### src/rtl/counter_track.sv
// Receive-side tracker for a wrapping step counter stream: acquires lock, flags mismatches, tallies errors.
// Optional COUNTER_TRACK_ERRCNT_EN builds the saturating error tally; otherwise err_cnt is tied to zero.
module counter_track #(
  parameter int unsigned WIDTH    = 36,
  parameter int unsigned LOCK_N   = 4,
  parameter int unsigned UNLOCK_N = 2,
  parameter int unsigned ERRW     = 16
) (
  input  logic             clk,
  input  logic             rst,
  input  logic             clr,
  input  logic             cnt_vld,
  input  logic [WIDTH-1:0] cnt_in,
  input  logic             updown,
  input  logic [WIDTH-1:0] step,
  input  logic [WIDTH-1:0] min_count,
  input  logic [WIDTH-1:0] max_count,
  output logic             locked,
  output logic             err,
  output logic             wrap,
  output logic [WIDTH-1:0] expected,
  output logic [ERRW-1:0]  err_cnt
);

  localparam int unsigned RUNW = 4;
  localparam int unsigned EXTW = WIDTH + 1;

  typedef enum logic [1:0] {HUNT, VERIFY, LOCKED} state_t;

  state_t           state_q, state_d;
  logic [RUNW-1:0]  run_q, run_d;
  logic [RUNW-1:0]  miss_q, miss_d;
  logic [WIDTH-1:0] exp_q, exp_d;
  logic             expw_q, expw_d;
  logic             locked_q, locked_d;
  logic             err_q, err_d;
  logic             wrap_q, wrap_d;

  logic [EXTW-1:0]  sum_x;
  logic [EXTW-1:0]  floor_x;
  logic [WIDTH-1:0] nxt_val;
  logic             nxt_wrap;
  logic             match;

  // Successor of the observed value; extra bit keeps the wrap compares exact at full range.
  always_comb begin
    sum_x    = EXTW'(cnt_in) + EXTW'(step);
    floor_x  = EXTW'(min_count) + EXTW'(step);
    nxt_val  = cnt_in;
    nxt_wrap = 1'b0;
    if (updown) begin
      if (sum_x > EXTW'(max_count)) begin
        nxt_val  = min_count;
        nxt_wrap = 1'b1;
      end else begin
        nxt_val = sum_x[WIDTH-1:0];
      end
    end else begin
      if (EXTW'(cnt_in) < floor_x) begin
        nxt_val  = max_count;
        nxt_wrap = 1'b1;
      end else begin
        nxt_val = cnt_in - step;
      end
    end
  end

  assign match = (cnt_in == exp_q);

  // Lock state machine: next state, counters and registered pulse values.
  always_comb begin
    state_d = state_q;
    run_d   = run_q;
    miss_d  = miss_q;
    exp_d   = exp_q;
    expw_d  = expw_q;
    err_d   = 1'b0;
    wrap_d  = 1'b0;
    if (clr) begin
      state_d = HUNT;
      run_d   = '0;
      miss_d  = '0;
    end else if (cnt_vld) begin
      exp_d  = nxt_val;
      expw_d = nxt_wrap;
      unique case (state_q)
        HUNT: begin
          state_d = VERIFY;
          run_d   = '0;
        end
        VERIFY: begin
          if (match) begin
            wrap_d = expw_q;
            run_d  = run_q + RUNW'(1);
            if (run_q == RUNW'(LOCK_N - 1)) begin
              state_d = LOCKED;
              miss_d  = '0;
            end
          end else begin
            err_d   = 1'b1;
            state_d = HUNT;
            run_d   = '0;
          end
        end
        LOCKED: begin
          if (match) begin
            wrap_d = expw_q;
            miss_d = '0;
          end else begin
            err_d  = 1'b1;
            miss_d = miss_q + RUNW'(1);
            if (miss_q == RUNW'(UNLOCK_N - 1)) begin
              state_d = HUNT;
              miss_d  = '0;
            end
          end
        end
        default: state_d = HUNT;
      endcase
    end
    locked_d = (state_d == LOCKED);
  end

  always_ff @(posedge clk or negedge rst) begin
    if (!rst) begin
      state_q  <= HUNT;
      run_q    <= '0;
      miss_q   <= '0;
      exp_q    <= '0;
      expw_q   <= 1'b0;
      locked_q <= 1'b0;
      err_q    <= 1'b0;
      wrap_q   <= 1'b0;
    end else begin
      state_q  <= state_d;
      run_q    <= run_d;
      miss_q   <= miss_d;
      exp_q    <= exp_d;
      expw_q   <= expw_d;
      locked_q <= locked_d;
      err_q    <= err_d;
      wrap_q   <= wrap_d;
    end
  end

  assign locked   = locked_q;
  assign err      = err_q;
  assign wrap     = wrap_q;
  assign expected = exp_q;

`ifdef COUNTER_TRACK_ERRCNT_EN
  logic [ERRW-1:0] tally_q, tally_d;

  // Saturating mismatch tally; err_d is only ever set on a counted mismatch.
  always_comb begin
    tally_d = tally_q;
    if (clr) begin
      tally_d = '0;
    end else if (err_d && (tally_q != '1)) begin
      tally_d = tally_q + ERRW'(1);
    end
  end

  always_ff @(posedge clk or negedge rst) begin
    if (!rst) begin
      tally_q <= '0;
    end else begin
      tally_q <= tally_d;
    end
  end

  assign err_cnt = tally_q;
`else
  assign err_cnt = '0;
`endif

endmodule

### config.mk
export PLATFORM = sky130hd
export DESIGN_NAME = counter_track
export DESIGN_NICKNAME = d
export VERILOG_FILES = /design/src/rtl/counter_track.sv
export SDC_FILE = /design/constraint.sdc
export NUM_CORES = 1
export LEC_CHECK = 0
export CORE_AREA = 2 2 127 191
export CTS_BUF_LIST = sky130_fd_sc_hd__clkbuf_16
export DETAILED_ROUTE_END_ITERATION = 10
export DIE_AREA = 0 0 129 193
export GPL_TIMING_DRIVEN = 1
export PLACE_DENSITY_LB_ADDON = 0.3
export SYNTH_ARGS = -nofsm -noshare
export SYNTH_HDL_FRONTEND = slang
export SYNTH_SLANG_ARGS = --single-unit
### constraint.sdc
create_clock -name clk -period 2.53 [get_ports clk]
set_input_delay 0.253 -clock clk [delete_from_list [all_inputs] [get_ports clk]]
set_output_delay 0.253 -clock clk [all_outputs]
set_load 0.005 [all_outputs]
Word-level counts from Yosys, hierarchy flattened
Cells that the tools add are included.
Widths: inputs -> output; s select.
{"block": "word_totals", "reg_bits": 50, "inputBits": 149, "output_inout_bits": 55, "wordCells": 64}
{"block": "classes", "n_bitwise": 1, "n_reduce_logical": 8, "muxes": 32, "order_cmp": 2, "n_eq_ne": 8, "add_sub_neg": 5}
{"op": "$mux 36", "n": 3}
{"op": "$add 36x36->37", "n": 2}
{"op": "$gt 37x36->1", "n": 1}
{"op": "$lt 36x37->1", "n": 1}
{"op": "$eq 36x36->1", "n": 1}
{"op": "$mux 4", "n": 9}
{"op": "$sub 36x36->36", "n": 1}
{"op": "$pmux 4 s2", "n": 2}
{"op": "$mux 2", "n": 6}
{"op": "$mux 1", "n": 11}
{"op": "$add 4x1->4 const B", "n": 2}
{"op": "$ne 3x3->1 const B", "n": 2}
{"op": "$pmux 2 s3", "n": 1}
{"op": "$reduce_bool 3->1", "n": 2}
{"op": "$eq 2x2->1 const B", "n": 2}
{"op": "$eq 4x1->1 const B", "n": 1}
{"op": "$eq 4x2->1 const B", "n": 1}
{"op": "$reduce_and 2->1", "n": 2}
{"op": "$reduce_and 4->1", "n": 1}
{"op": "$eq 2x1->1 const B", "n": 1}
{"op": "$logic_not 2->1", "n": 1}
{"op": "$reduce_bool 2->1", "n": 1}
{"op": "$reduce_or 2->1", "n": 1}
{"op": "$not 1->1", "n": 1}

Logic depth before layout (Yosys ltp)
Gate-level depths: netlist of run 1.
{"block": "logic_depth", "word_depth": 7, "mapped_depth": 25, "mapped_depth_nobuf": 23}

Worst setup path after synthesis of run 1
OpenSTA, ideal clock, no wires.
{"block": "synth_path", "path_kind": "in2reg", "from": "in step[0]", "to": "reg exp_q[12], in the netlist expected[12]", "n_path_buf": 2, "setup_slack_ns": -2.536, "path_stages": 24, "setup_time_ns": 0.133, "arrival_time_ns": 4.933, "t_required_ns": 2.397, "path_cell_list": "ha_1 fa_1 a211oi_1 o21ai_1 a211oi_1 o211ai_1 a221oi_1 o21ai_1 nor4_1 o41ai_1 a21oi_1 xor2_1 ha_1 nand3_1 nor2_1 nand4_1 nor3_1 nand2_1 or3_1 a41oi_2 buf_4 buf_2 mux2i_1 o21bai_1"}
{"block": "synth_via", "elab_chain_cells": 4, "elab_cells_between_ends": 8, "cone_classes": "3 x add/sub; 2 x order compare; 3 x mux"}
{"item": "start: declaration", "line_no": "15", "rtl": "input logic [WIDTH-1:0] step,"}
{"item": "$add 36x36->37, on equally long branches", "line_no": "48, 47"}
{"item": "$lt 36x37->1 or $gt 37x36->1 (tied branches)", "line_no": "59, 52"}
{"item": "$mux 36, on equally long branches", "line_no": "59, 52"}
{"item": "$mux 36 (*)", "line_no": "51", "rtl": "if (updown) begin"}
{"item": "end signal: assignment", "line_no": "138", "rtl": "exp_q <= exp_d;"}
{"item": "end: declaration", "line_no": "33", "rtl": "logic [WIDTH-1:0] exp_q, exp_d;"}
Mark *: on every way between the ends. The rest lies on a longest branch, timed or not.
A chain may end at the register's enable or synchronous reset.

Final worst setup path of run 1
{"block": "layout_path", "from": "in step[25]", "to": "reg exp_q[9], in the netlist expected[9]"}
Same word-level chain as after synthesis.

==> flow_summary_export.csv, run 1 <==
group,metric,value,unit
status,outcome,"complete, but fails checks",
status,violations,"setup timing",
timing,finClkSkew,0.0113,ns
timing,finalHoldViolations,0,
yosys,yosysWarnings,0,
routing,vias,15000,
critical_path,crit_family,"compound AO/OA/AOI/OAI gates",
finish,fill_cells,1468,
yosys,yosysUniqueCellTypes,88,
cts,ctsRootBufferMaster,"clkbuf_16",
yosys,synth-edff-count,0,
yosys,yosys.area.top_type,"ha_1",
grt,grt_overflow,0,
routing,drtPass1Iterations,6,
yosys,avgSynthCellArea,7.67,um^2
critical_path,cp-start-kind,"input port",
critical_path,critPathSlowestCell,"clkdlybuf4s50_1",
cts,cts_max_level,2,
yosys,synthArstFlopShare,1.00,
critical_path,slowest_delay,0.54,ns
critical_path,critPathRequiredTime,2.73,ns
timing,worst_slack,-2.90,ns
floorplan,ioPinCount,204,
yosys,synth_most_common_cell,"ha_1",
grt,grt_max_degree,28,
placement,hpwl,40300,um
finish,drive_gt1_frac,0.378,
critical_path,r2r_cells,12,
routing,drc,0,
routing,wl_per_cell,22.9,um
cts,worstSkewPairLatency,0.32,ns
yosys,synthFlopType,"dfrtp_1",
power,power_density,444,nW/um^2
min_path,hold_depth,4,
timing,final_max_slew_viol_count,0,
yosys,synth_top_area_frac,0.210,
timing,fin_crit_sh,2.14,
finish,fin_cells,2459,
power,power,8460,uW
critical_path,crit_buf_inv,4,
timing,tns,-102.40,ns
power,ir_drop,0.390,mV
finish,nets,2476,
critical_path,path_depth,24,
cts,numClockSinks,50,
finish,utilization,0.814,
yosys,synth_common_cells,"ha_1, inv_1, a21oi_1",
floorplan,core_region_area,23400,um^2
timing,tightest_slew,0.638,ns
critical_path,critPathKind,"input port to register",
routing,wirelength,56200,um
critical_path,path_cells,"clkdlybuf4s50_1 -> inv_1 -> ha_1 -> nor2b_1 -> a311oi_4 -> a311oi_2 -> nor3_2 -> nor2_1 -> a211o_1 -> mux2_1 -> or2_1 -> ha_4 -> nand4_1 -> nor4_4 -> nand2_1 -> nor4_2 -> a21oi_1 -> o21ai_1 -> o2111ai_4 -> buf_12 -> buf_12 -> mux2i_1 -> a2bb2oi_1 -> o21ai_1",
finish,area_delta_synth_final,73.2,%
yosys,seq_area_frac_synth,0.114,
critical_path,worst-path-max-fanout,7,
flow_run,drv_cap,0,
finish,insertedDiodeCount,0,
grt,grt_pass1_vias,14700,
cts,numCtsBuffers,5,
timing,fmax,184,MHz
routing,ant_nets,0,
cts,path_clk_slew,0.09,ns
timing,fin_hold_ws,0.432,ns
min_path,hold_class,"input port to register",
floorplan,initial_core_util,0.470,
power,p_leak,0.00922,uW
timing,setup_viol,41,
placement,gp_congestion,0.989,
grt,grt_pass1_wl,77700,um
floorplan,die_y,193,um
timing,rsz0062_at_grt,"true",
yosys,synthTopCellsByArea,"ha_1, dfrtp_1, xnor2_1",
routing,drtIter0Drc,1433,
cts,cts_tree,"yes",
floorplan,die_w,129,um
critical_path,end_kind,"register",
yosys,syn_inst,1435,
yosys,syn-cell-area,11000,um^2
yosys,ys_ff_latch,50,
routing,viasPerCell,6.12,
critical_path,crit_arrival,5.62,ns
cts,max-clock-path-buffers,2,
timing,slew_headroom,0.575,
grt,grt_usage,0.407,
timing,post-route-min-period,5.43,ns
floorplan,num_rows,69,
floorplan,fp.dieArea,24900,um^2
grt,grt_antenna_before_repair,0,
placement,dpl.cell_count,2380,
placement,portBuffers,187,
[path summary, 6_finish.rpt]
kind | startpoint | to | slack, ns
hold reg to reg | run_q[3] | run_q[3] | 0.52
min in group asynchronous | rst | miss_q[2] | 0.50
hold / removal | min_count[0] | expected[0] | 0.43
max in group asynchronous | rst | expected[28] | 1.39
setup reg to reg | expected[30] | locked | -0.08
setup / recovery | step[25] | expected[9] | -2.90
[cell usage in the layout (no fill, tap or decap), types with 29 or more instances in the layout]
master / instances
dfrtp_1: 47
a21o_1: 34
nand3_1: 30
mux2i_1: 48
a21oi_1: 89
nor2_1: 91
inv_1: 108
xor2_1: 42
nand2_1: 92
buf_4: 521
o21ai_1: 35
ha_4: 37
o21ai_0: 43
nor3_1: 29
ha_1: 146
xnor2_1: 65
clkdlybuf4s50_1: 109
[repair_timing]
action                     in CTS  in global routing
setup endpoints to repair      47                 44
gates resized for setup       226                187
buffers inserted               36                 33
pin swaps                      87                 74
hold buffers                    1                  0
gates cloned                    6                  0
hold endpoints to repair       23                  0
[flip-flops by register name, summed over array words and instances (netlist names)]
name	count
locked	1
wrap	1
expected	36
miss_q	4
state_q	2
run_q	4
err	1
expw_q	1
[cell type report]
class | instances | area [um^2] | area share
Clock buffer | 5 | 125 | 0.00657
Clock inverter | 3 | 28.8 | 0.00151
Inverter | 117 | 444 | 0.0233
Multi-Input combinational cell | 1215 | 10500 | 0.549
Sequential cell | 50 | 1250 | 0.0659
Tap cell | 319 | 399 | 0.0210
Timing Repair Buffer | 750 | 6340 | 0.333
[through the flow]
| step | instance area, um^2 | setup slack (ns) |
|---|---|---|
| after global placement | 16900 | -3.30 |
| after detailed placement | 16900 | -3.42 |
| after floorplan | 11200 | -2.22 |
| final | 19000 | -2.90 |
| after global routing | 19000 | -2.95 |
| after CTS | 18200 | -2.67 |
[cells by family (layout without fill, tap and decap cells)]
logic type               count (synthesis)  in the layout  share of synthesized area
multiplexers                            62             62                     0.0572
XOR/XNOR                               128            128                      0.102
flip-flops                              50             50                      0.114
AND/OR/NAND/NOR                        400            400                      0.179
adder cells (fa/ha/maj)                188            188                      0.216
AO/OA/AOI/OAI                          421            421                      0.259
other                                    1             16                   0.000341
buffers and inverters                  185            875                     0.0723
[routing by layer]
layer / part of all wire / global-route usage
met2: 0.47 / 0.730
met5: 0 / 0
met1: 0.33 / 0.415
met3: 0.080 / 0.0599
met4: 0.12 / 0.334
[worst reg2reg max path, stage by stage, from the launching register on]
cell and delay (ns):
dfrtp_1 0.41, xor2_2 0.18, nor4_2 0.33, nand3_1 0.15, nor4_2 0.31, buf_4 0.19
buf_4 0.10, buf_4 0.12, nor2_2 0.05, o31ai_1 0.27, a21oi_1 0.13, nor2_1 0.16
nor3_1 0.09
[power by group]
part / total [uW] / switching [uW] / internal [uW] / leakage, uW
clock network: 770 / 390 / 380 / 0.0000759
registers: 1180 / 224 / 952 / 0.000626
logic: 6510 / 3160 / 3350 / 0.00852
Note: power is estimated with default switching activity, not from simulation.
==> run 2: changes to the inputs <==
SLEW_MARGIN = 30   (was not set)
clock period = 4.4 ns   (was 2.53 ns; I/O delays follow)
==> run 2 against run 1 <==
The run still ends with setup timing left. Clock power fell by 39%. First-iteration DRC count shrank 22%. Core utilization fell by 5.7 points.
==> flow_summary_export.csv, run 2 (synthesis results as in run 1) <==
group,metric,value,unit
routing,viasPerCell,5.87,
cts,numCtsBuffers,5,
routing,wl_per_cell,21.1,um
routing,wirelength,49300,um
cts,numClockSinks,50,
status,violations,"setup timing",
grt,grt_overflow,0,
critical_path,worst-path-max-fanout,6,
timing,slew_headroom,0.280,
critical_path,slowest_delay,0.50,ns
routing,vias,13700,
timing,fin_crit_sh,1.18,
routing,ant_nets,0,
routing,drc,0,
floorplan,die_y,193,um
flow_run,drv_cap,0,
grt,grt_pass1_vias,13600,
finish,drive_gt1_frac,0.316,
finish,fill_cells,1709,
status,outcome,"complete, but fails checks",
critical_path,crit_arrival,5.40,ns
cts,path_clk_slew,0.08,ns
grt,grt_max_degree,51,
grt,grt_pass1_wl,72900,um
critical_path,cp-start-kind,"input port",
cts,cts_max_level,2,
timing,rsz0062_at_grt,"true",
floorplan,die_w,129,um
floorplan,fp.dieArea,24900,um^2
timing,setup_viol,37,
power,ir_drop,0.200,mV
grt,grt_antenna_before_repair,0,
timing,finClkSkew,0.00634,ns
critical_path,critPathRequiredTime,4.60,ns
placement,post-place-ws,-1.64,ns
cts,cts_tree,"yes",
floorplan,initial_core_util,0.470,
finish,nets,2351,
critical_path,crit_top_cell,"buf_4",
cts,worstSkewPairLatency,0.31,ns
timing,tightest_slew,1.08,ns
floorplan,ioPinCount,204,
placement,gp_congestion,1.05,
finish,insertedDiodeCount,0,
power,power_density,254,nW/um^2
floorplan,core_region_area,23400,um^2
min_path,hold_class,"input port to asynchronous set/reset pin",
power,power,4510,uW
finish,final_cell_mix,"buf_4, ha_1, clkdlybuf4s50_1",
floorplan,num_rows,69,
placement,portBuffers,187,
timing,fmax,192,MHz
timing,post-route-min-period,5.20,ns
grt,grt_usage,0.379,
cts,ctsRootBufferMaster,"clkbuf_16",
finish,largest_reg_flops,36,
cts,max-clock-path-buffers,2,
placement,hpwl,38400,um
critical_path,critPathSlowestCell,"clkdlybuf4s50_1",
critical_path,critPathKind,"input port to register",
power,p_leak,0.00836,uW
routing,drtIter0Drc,1122,
finish,area_delta_synth_final,61.1,%
finish,final_common_cell,"buf_4",
timing,worst_slack,-0.801,ns
timing,final_max_slew_viol_count,0,
timing,finalHoldViolations,0,
critical_path,end_kind,"register",
routing,drtPass1Iterations,6,
[run 2: metrics by stage]
stage	utilization	area, um^2	TNS [ns]	std cells	hold slack [ns]
final	0.758	17700	-26.60	2334	0.283
after global routing	0.758	17700	-34.78	2334	0.324
after CTS	0.743	17400	-19.11	2317	0.308
after detailed placement	0.683	16000	-56.87	2265	0.477
after global placement	0.683	16000	-53.38	2265	0.471
after floorplan	-	11200	-16.69	1450	0.144
[run 2: final timing paths]
path                            cells after the start   startpoint           end  slack (ns)
worst max-delay path                               25   cnt_in[24]  expected[22]       -0.80
worst min-delay path                                2          rst     miss_q[3]        0.28
worst max register to register                     11  expected[1]     miss_q[3]        1.21
worst min register to register                      1    miss_q[3]     miss_q[3]        0.49
max in group asynchronous                           2          rst  expected[14]        3.63
min in group clk                                    1    miss_q[3]     miss_q[3]        0.49
[run 2: area by class of cell]
cell class / count / area [um^2] / share of cell area
multi-input cells: 1215 / 10200 / 0.575
repair buffers: 625 / 5270 / 0.297
inverters: 117 / 447 / 0.0252
well taps: 319 / 399 / 0.0225
clock buffers: 5 / 125 / 0.00706
clock inverters: 3 / 41.3 / 0.00233
flip-flops and latches: 50 / 1250 / 0.0706
[run 2: layer usage]
layer / share of wire / routed length (um) / up-vias / global-route usage
met3: 0.062 / 3060 / 243 / 0.0516
met1: 0.36 / 17700 / 6410 / 0.403
li1: - / - / 6329 / -
met4: 0.094 / 4640 / 0 / 0.294
met2: 0.49 / 24000 / 715 / 0.670
met5: 0 / 0 / - / 0
[run 2: worst max-delay path: cells and delay by family]
kind / cells / cell delay (ns)
AOI/OAI and AO/OA: 10 / 1.71
and+or+nand+nor: 7 / 1.37
buffers and inverters: 6 / 1.30
adders and majority gates: 2 / 0.58
[run 2: report_power, final]
group / switching [uW] / total, uW / internal, uW
registers: 129 / 675 / 546
logic: 1610 / 3360 / 1750
clock network: 205 / 473 / 267
total: 1940 / 4510 / 2560
[run 2: repair_timing]
item	in CTS	in global routing
hold buffers	0	0
gates cloned	2	1
gates resized for setup	271	61
endpoints found under the setup margin	37	37
pin swaps	88	35
buffers inserted	42	18
==> run 3: changes to the inputs <==
==> constraint.sdc (replaced) <==
create_clock -name clk -period 4.4 [get_ports clk]
set_input_delay 0.66 -clock clk [delete_from_list [all_inputs] [get_ports clk]]
set_output_delay 0.66 -clock clk [all_outputs]
set_load 0.005 [all_outputs]
==> run 3 against run 2 <==
The run still ends with setup timing left. Routed wire length is 1.6% higher. Clock power decreased by 2%. Combinational power increased by 1%. Global-route usage up 0.11 points. Final area is 1.8% higher. Largest cell class unchanged. Critical endpoint is now expected[7]. Core utilization up 1.3 points. Worst hold slack improved by 0.20 ns. Largest power group unchanged. Sequential power about the same. Maximum frequency decreased by 3.4%. Die area unchanged.
==> flow_summary_export.csv, run 3 (synthesis results as in run 1) <==
group,metric,value,unit
cts,max-clock-path-buffers,2,
critical_path,crit_start,"cnt_in[4]",
critical_path,critPathRequiredTime,4.59,ns
routing,viasPerCell,5.81,
critical_path,path_cells,"clkdlybuf4s50_1 -> buf_4 -> ha_1 -> nor2b_2 -> nor2_1 -> a311oi_4 -> buf_4 -> buf_4 -> or3_4 -> a31oi_4 -> xnor2_2 -> ha_1 -> nand4_1 -> nor2_1 -> a221oi_2 -> buf_4 -> a31oi_1 -> o21ai_1 -> o2111ai_4 -> buf_12 -> buf_12 -> mux2i_1 -> nor2_1 -> a221o_1",
cts,numClockSinks,50,
timing,post-route-min-period,5.38,ns
finish,nets,2378,
timing,tns,-33.49,ns
routing,vias,13700,
critical_path,critPathKind,"input port to register",
finish,area_delta_synth_final,64.0,%
status,violations,"setup timing",
routing,drtIter0Drc,1147,
critical_path,r2r_cells,11,
flow_run,drv_cap,0,
floorplan,die_y,193,um
finish,final_common_cell,"buf_4",
power,p_leak,0.00869,uW
placement,gp_congestion,0.988,
cts,numCtsBuffers,5,
power,power_density,252,nW/um^2
grt,grt_max_degree,51,
timing,slew_headroom,0.519,
routing,wl_per_cell,21.2,um
power,ir_drop,0.174,mV
timing,worst_slack,-0.984,ns
floorplan,core_region_area,23400,um^2
critical_path,slowest_delay,0.46,ns
cts,cts_max_level,2,
routing,ant_nets,0,
grt,grt_pass1_wl,73100,um
timing,tightest_slew,0.721,ns
timing,rsz0062_at_grt,"true",
critical_path,cp-start-kind,"input port",
critical_path,timing.rr.end,"miss_q[3]",
grt,grt_antenna_before_repair,0,
critical_path,critPathSlowestCell,"clkdlybuf4s50_1",
cts,path_clk_slew,0.08,ns
timing,fin_hold_ws,0.481,ns
floorplan,initial_core_util,0.470,
critical_path,worst-path-max-fanout,8,
critical_path,critPathCapture,"expected[7]",
timing,finalHoldViolations,0,
finish,insertedDiodeCount,0,
finish,utilization,0.771,
cts,cts_hold_buffers,0,
critical_path,crit_arrival,5.57,ns
finish,final_cell_mix,"buf_4, ha_1, clkdlybuf4s50_1",
routing,wirelength,50100,um
routing,drtPass1Iterations,6,
floorplan,fp.dieArea,24900,um^2
floorplan,ioPinCount,204,
cts,worstSkewPairLatency,0.30,ns
floorplan,num_rows,69,
timing,fin_crit_sh,1.22,
floorplan,die_w,129,um
placement,hpwl,39500,um
critical_path,r2r_start,"expected[24]",
timing,setup_viol,37,
grt,grt_pass1_vias,13800,
grt,grt_overflow,0,
timing,fmax,186,MHz
finish,fill_cells,1661,
timing,finClkSkew,0.00576,ns
cts,ctsRootBufferMaster,"clkbuf_16",
finish,largest_reg_flops,36,
critical_path,end_kind,"register",
critical_path,ff2ff_setup_slack,1.17,ns
status,outcome,"complete, but fails checks",
finish,drive_gt1_frac,0.328,
placement,portBuffers,187,
routing,drc,0,
cts,cts_tree,"yes",
grt,grt_usage,0.380,
critical_path,crit_top_cell,"buf_4",
placement,post-place-ws,-1.92,ns
timing,final_max_slew_viol_count,0,
min_path,hold_class,"register to register",
## run 3: changes by cell type in the layout (fill, tap and decap cells not counted), sizes merged
| cell | previous run | this run |
|---|---|---|
| buf | 449 | 476 |
| dlygate4sd2 | 48 | 24 |
| dlymetal6s2s | 0 | 23 |
| clkdlybuf4s50 | 116 | 124 |
| clkbuf | 12 | 8 |
| clkdlybuf4s15 | 5 | 2 |
## run 3: per-stage QoR
stage               cells  power, uW  cell area, um^2
floorplan            1450       2140            11200
global placement     2298       3500            16200
detailed placement   2298       3560            16200
CTS                  2341       4290            17200
global route         2361       4780            18000
finish               2361       4550            18000
## run 3: worst min-delay path by stage
stage	from	end	slack, ns	cells after the start
6_report	run_q[3]	run_q[3]	0.48	1
5_1_grt	run_q[3]	run_q[3]	0.49	1
4_1_cts	run_q[3]	run_q[3]	0.48	1
3_5_place_dp	miss_q[3]	miss_q[3]	0.47	1
3_3_place_gp	run_q[3]	run_q[3]	0.46	1
2_1_floorplan	rst	err	0.36	0
## run 3: final cells by class
type,count,area [um^2],area share
multi-input combinational,1215,10200,0.565
timing repair buffer,652,5580,0.310
sequential,50,1250,0.0694
inverter,117,447,0.0248
tap,319,399,0.0221
clock buffer,5,125,0.00694
clock inverter,3,41.3,0.00229
## run 3: what timing repair did
| action | in CTS | in global routing |
|---|---|---|
| resized for setup | 160 | 154 |
| pin swaps | 61 | 76 |
| buffers inserted | 32 | 24 |
| cloned | 4 | 0 |
| endpoints found under the setup margin | 37 | 37 |
## run 3: critical path: cells and delay by family
kind                       cells  cell delay, ns
buffers and inverters          7            1.50
AOI/OAI and AO/OA              7            1.49
and+or+nand+nor                6            1.10
adders and majority gates      2            0.48
xor gates and xnor gates       1            0.15
muxes                          1            0.15
## run 3: report_power, final
group	switching, uW	total (uW)	internal, uW
Combinational	1630	3410	1780
Clock	198	465	267
Sequential	131	677	546
## run 3: per-layer routing
layer,global-route usage,part of all wire,wire length [um],vias up
met2,0.690,0.50,24900,693
met5,0,0,0,-
met1,0.407,0.35,17800,6409
met3,0.0367,0.057,2840,235
met4,0.273,0.093,4660,0
li1,-,-,-,6392
